## config.mk

```make
export PLATFORM = sky130hd
export DESIGN_NAME = irq_trap_sequencer
export DESIGN_NICKNAME = d
export VERILOG_FILES = /design/src/rtl/irq_trap_sequencer.sv
export SDC_FILE = /design/constraint.sdc
export NUM_CORES = 1
export LEC_CHECK = 0
export ABC_AREA = 1
export BUFFER_PORTS_ARGS = -buffer_cell sky130_fd_sc_hd__buf_2
export CORE_MARGIN = 8
export CORE_UTILIZATION = 33
export CTS_CLUSTER_DIAMETER = 60
export CTS_CLUSTER_SIZE = 10
export DETAILED_ROUTE_END_ITERATION = 10
export PLACE_DENSITY = 0.87
export SYNTH_ARGS = -nofsm -noshare
export SYNTH_HDL_FRONTEND = slang
export SYNTH_SLANG_ARGS = --single-unit
```

## constraint.sdc

```tcl
create_clock -name clk -period 2.08 [get_ports clk]
set_input_delay 0.416 -clock clk [delete_from_list [all_inputs] [get_ports clk]]
set_output_delay 0.416 -clock clk [all_outputs]
set_load 0.01 [all_outputs]
```

## src/rtl/irq_trap_sequencer.sv

```systemverilog
// Machine-mode interrupt entry/return sequencer: latches pending sources, arbitrates
// them by fixed priority and drives mepc/mcause capture, pipeline flush and PC redirect.
module irq_trap_sequencer #(
   parameter logic [31:0] TRAP_VEC  = 32'h0000_0100,
   parameter int unsigned CAUSE_EXT = 11,
   parameter int unsigned CAUSE_SW  = 3,
   parameter int unsigned CAUSE_TMR = 7
) (
   input  logic        clk,
   input  logic        rst,
   input  logic        timer_hit,
   input  logic        irq_ext,
   input  logic        irq_sw,
   input  logic        mie_global,
   input  logic [2:0]  mie_mask,
   input  logic        pend_clr_we,
   input  logic [2:0]  pend_clr_mask,
   input  logic        ex_valid,
   input  logic [31:0] pc_ex,
   input  logic        mret_ex,
   input  logic [31:0] mepc_in,
   output logic [2:0]  pending,
   output logic        mepc_we,
   output logic        mie_clr,
   output logic        mie_set,
   output logic [31:0] mcause,
   output logic        flush,
   output logic        redirect,
   output logic [31:0] redirect_pc,
   output logic        in_handler
);

   typedef enum logic [2:0] {
      S_IDLE,
      S_ARB,
      S_CAPTURE,
      S_FLUSH,
      S_VECTOR,
      S_HANDLER
   } state_t;

   state_t      state;
   state_t      state_next;
   logic [1:0]  sel;
   logic [1:0]  winner;
   logic [2:0]  enabled;
   logic        take;
   logic        fire;
   logic [2:0]  clr_bits;
   logic [2:0]  pending_next;

   // sel indexes pending bits: 0 = timer, 1 = external, 2 = software
   function automatic logic [3:0] cause_code(input logic [1:0] idx);
      case (idx)
         2'd1:    cause_code = 4'(CAUSE_EXT);
         2'd2:    cause_code = 4'(CAUSE_SW);
         default: cause_code = 4'(CAUSE_TMR);
      endcase
   endfunction

   assign enabled = pending & mie_mask;
   assign take    = mie_global & (|enabled);
   assign fire    = (state == S_CAPTURE) & take & ex_valid;

   always_comb begin
      winner = 2'd0;
      if (enabled[1]) begin
         winner = 2'd1;
      end else if (enabled[2]) begin
         winner = 2'd2;
      end
   end

   // New requests are OR-ed in after clearing, so a set always beats a clear.
   assign clr_bits     = (pend_clr_we ? pend_clr_mask : 3'b000) | (fire ? (3'b001 << sel) : 3'b000);
   assign pending_next = (pending & ~clr_bits) | {irq_sw, irq_ext, timer_hit};

   always_ff @(posedge clk) begin
      if (rst) begin
         state   <= S_IDLE;
         pending <= 3'b000;
         sel     <= 2'd0;
         mcause  <= 32'd0;
      end else begin
         state   <= state_next;
         pending <= pending_next;
         if (state == S_ARB) begin
            sel <= winner;
         end
         if (fire) begin
            mcause <= {1'b1, 27'd0, cause_code(sel)};
         end
      end
   end

   always_comb begin
      state_next  = state;
      mepc_we     = 1'b0;
      mie_clr     = 1'b0;
      mie_set     = 1'b0;
      flush       = 1'b0;
      redirect    = 1'b0;
      redirect_pc = 32'd0;
      in_handler  = 1'b0;
      case (state)
         S_IDLE: begin
            if (take) begin
               state_next = S_ARB;
            end
         end
         S_ARB: begin
            state_next = S_CAPTURE;
         end
         S_CAPTURE: begin
            // Request withdrawn (masked or cleared) before a valid EX instruction arrived.
            if (!take) begin
               state_next = S_IDLE;
            end else if (ex_valid) begin
               mepc_we    = 1'b1;
               mie_clr    = 1'b1;
               state_next = S_FLUSH;
            end
         end
         S_FLUSH: begin
            flush      = 1'b1;
            state_next = S_VECTOR;
         end
         S_VECTOR: begin
            redirect    = 1'b1;
            redirect_pc = TRAP_VEC;
            state_next  = S_HANDLER;
         end
         S_HANDLER: begin
            in_handler = 1'b1;
            if (mret_ex) begin
               flush       = 1'b1;
               redirect    = 1'b1;
               redirect_pc = mepc_in;
               mie_set     = 1'b1;
               state_next  = S_IDLE;
            end
         end
         default: begin
            state_next = S_IDLE;
         end
      endcase
   end

endmodule

```

==> impl_metrics.yaml <==
timing:
  clock_skew_ns: 0.008219
  rsz0062_at_grt: "false"
  setup_viol: 0
  drv_slew: 0
  hold_viol_final: 0
  tns_ns: 0
  hold_ws_ns: 0.3877
  max_freq_mhz: 517.0
  post-route-min-period_ns: 1.934
  fin_crit_sh_pct: 92.99
worst_hold_path:
  hold_path.class: "input port to flop"
yosys:
  ys_async_sr_fraction_pct: 0
  yosys.area_share.simple_pct: 39.35
  yosysMostFrequentCell: "nand2_1"
  yosysSeqAreaShare_pct: 19.73
  synth_cell_type_count: 23
  netlist_area_sq_mm: 0.001116
  postSynthAreaPerCell_sq_um: 6.066
  yosys.area.top_type_share_pct: 20.18
  synth_common_cells: "46 x nand2_1, 39 x nor2_1, 30 x buf_4"
  synth_area_leader_cell: "buf_4"
  syn_inst: 184
  synth_xor_area_share_pct: 0
  synth_edf_count: 0
  synth_seq_cells: 11
  synthAdderAreaFrac_pct: 3.363
  ys_top_cells_by_area: "buf_4 20%, dfxtp_1 20%, nand2_1 15%"
  yosysWarningCount: 0
  synth.mux.area_fraction_pct: 0
  synth_compound_area_share_pct: 8.408
  synth_flop_cell: "dfxtp_1"
  synth_top_family_by_area: "simple AND/OR/NAND/NOR gates"
worst_setup_path:
  worst-setup-path-type: "flop to primary output"
  crit_path_end_kind: "primary output"
  crit_chain: "inv_1, nand3_2, buf_4, nor2_1, buf_2"
  cp.required_ns: 1.66
  cp_max_fo: 14
  crit_family: "buffers and inverters"
  cp_num_buf_inv: 3
  slowest_delay_ns: 0.33
  critPathSlowestCell: "dfxtp_1"
  cp.arrival_ns: 1.52
  critPathLaunchType: "flop"
floorplanning:
  die_x_um: 74.16
  fp.dieH_um: 74.16
  rows: 21
  core_sq_mm: 0.003284
  die-area_sq_mm: 0.005499
  pin_count: 152
  start_util_pct: 33.98
layout:
  antennaDiodeCount: 0
  final_util_pct: 46.48
  n_fill_cell: 347
  drive_gt1_share_pct: 39.34
  nets: 355
  area_growth_pct: 36.77
  stdcell_count: 318
place:
  io_buffer_count: 92
  gp_congestion: 0.7818
  dp_cells: 314
  dp_hpwl_mm: 3.221
global_routing:
  grt_overflow: 0
  grt_pass1_wl_mm: 5.416
  grt_max_degree: 18
  grt_pass1_vias: 1296
  grt_use_total_pct: 12.17
  grt_antenna_before_repair: 0
pwr:
  power_frac_clock_pct: 24.9
  combPwrFrac_pct: 33.2
  p_int_uw: 373.9
  power-per-cell-area_mw_per_mm2: 373.0
  vdd.ir_drop.worst_mv: 0.2908
  p_leak_uw: 0.0009591
  p_seq_share_pct: 41.9
  p_switching_uw: 195.5
  total_power_uw: 569.4
  swShare_pct: 34.34
detailed_routing:
  drc: 0
  first_iter_violations: 43
  firstDrtPassIters: 4
  wl_mm: 3.694
  wl_per_cell_um: 11.62
  viasPerCell: 4.063
  vias: 1292
  ant_nets: 0
cts:
  cts_setup_buffers: 0
  clk_latency_ns: 0.26
  numClockSinks: 11
  ctsHtreeMaxLevel: 1
  cts_tree: "built"
  clk_pin_slew_worst_paths_ns: 0.07
  cts-buffers-inserted: 3
  clockBufferDepth: 2
  cts_resized: 0
  root_buffer: "clkbuf_4"
  ctsHoldBuffers: 0
outcome:
  status: "finished, final reports clean"
run:
  cap_violations: 0
[tightest hold or removal path, cell delays in order]
cell,delay (ns)
buf_2,0.09
inv_1,0.04
a21oi_1,0.05
[power groups by stage]
stage | clock network, uW | registers [uW] | logic, uW
2_1_floorplan | 0 | 244 | 154
6_report | 142 | 239 | 189
4_1_cts | 149 | 239 | 188
3_5_place_dp | 0 | 244 | 187
3_3_place_gp | 0 | 242 | 182
5_1_grt | 161 | 241 | 214
[flip-flops by register name, summed over array words and instances, names as in the netlist]
register and flops:
mcause 3, pending 3, sel 2, state 3
[cell type report]
cell class | count | area, sq um | share of cell area (%)
inverters | 16 | 60.06 | 3.934
well taps | 46 | 57.56 | 3.771
flip-flops and latches | 11 | 220.2 | 14.43
repair buffers | 96 | 490.5 | 32.13
clock buffers | 4 | 26.28 | 1.721
multi-input cells | 145 | 671.9 | 44.02
[kinds of logic (layout without fill, tap and decap cells)]
kind of cell               after synthesis  count (layout)
buffers and inverters                   54             116
other                                    1              27
DFF                                     11              11
and+or+nand+nor                         99              99
adders and majority gates                3               3
AOI/OAI and AO/OA                       16              16
[cell usage in the layout (no fill, tap or decap), drive strengths merged]
master  instances
nand4           1
buf            96
clkbuf          4
o21ai           2
nor3b           1
a211oi          1
a21boi          3
inv            16
nor2           41
conb           27
dfxtp          11
ha              3
a22oi           1
nand2          48
a31oi           1
a21oi           8
nand3           8
[metal layers]
| metal | part of all wire, % | wire length [um] | track usage, % | up-vias |
|---|---|---|---|---|
| met4 | 0.97 | 36 | 4.435 | 0 |
| met5 | 0 | 0 | 0 | - |
| li1 | - | - | - | 677 |
| met2 | 56 | 2053 | 23.44 | 49 |
| met3 | 7.3 | 269 | 1.752 | 2 |
| met1 | 36 | 1334 | 12.87 | 564 |
[worst paths after layout]
check / depth (start not counted) / end / start / slack (ns)
worst max-delay path: 5 / redirect_pc[15] / state[1]$_SDFFE_PP0P_ / 0.15
worst min-delay path: 3 / pending[0]$_SDFF_PP0_ / timer_hit / 0.39
worst max register to register: 6 / state[0]$_SDFFE_PP0P_ / state[1]$_SDFFE_PP0P_ / 0.82
worst min register to register: 2 / mcause[3]$_SDFFE_PP0P_ / mcause[3]$_SDFFE_PP0P_ / 0.48
[metrics by stage]
stage	cell area [sq um]	setup slack, ns
global placement	1500	0.4283
finish	1526	0.1458
detailed placement	1500	0.4326
global route	1526	0.004944
floorplan	1214	0.5959
CTS	1526	0.1345
(Power assumes the default switching activity.)
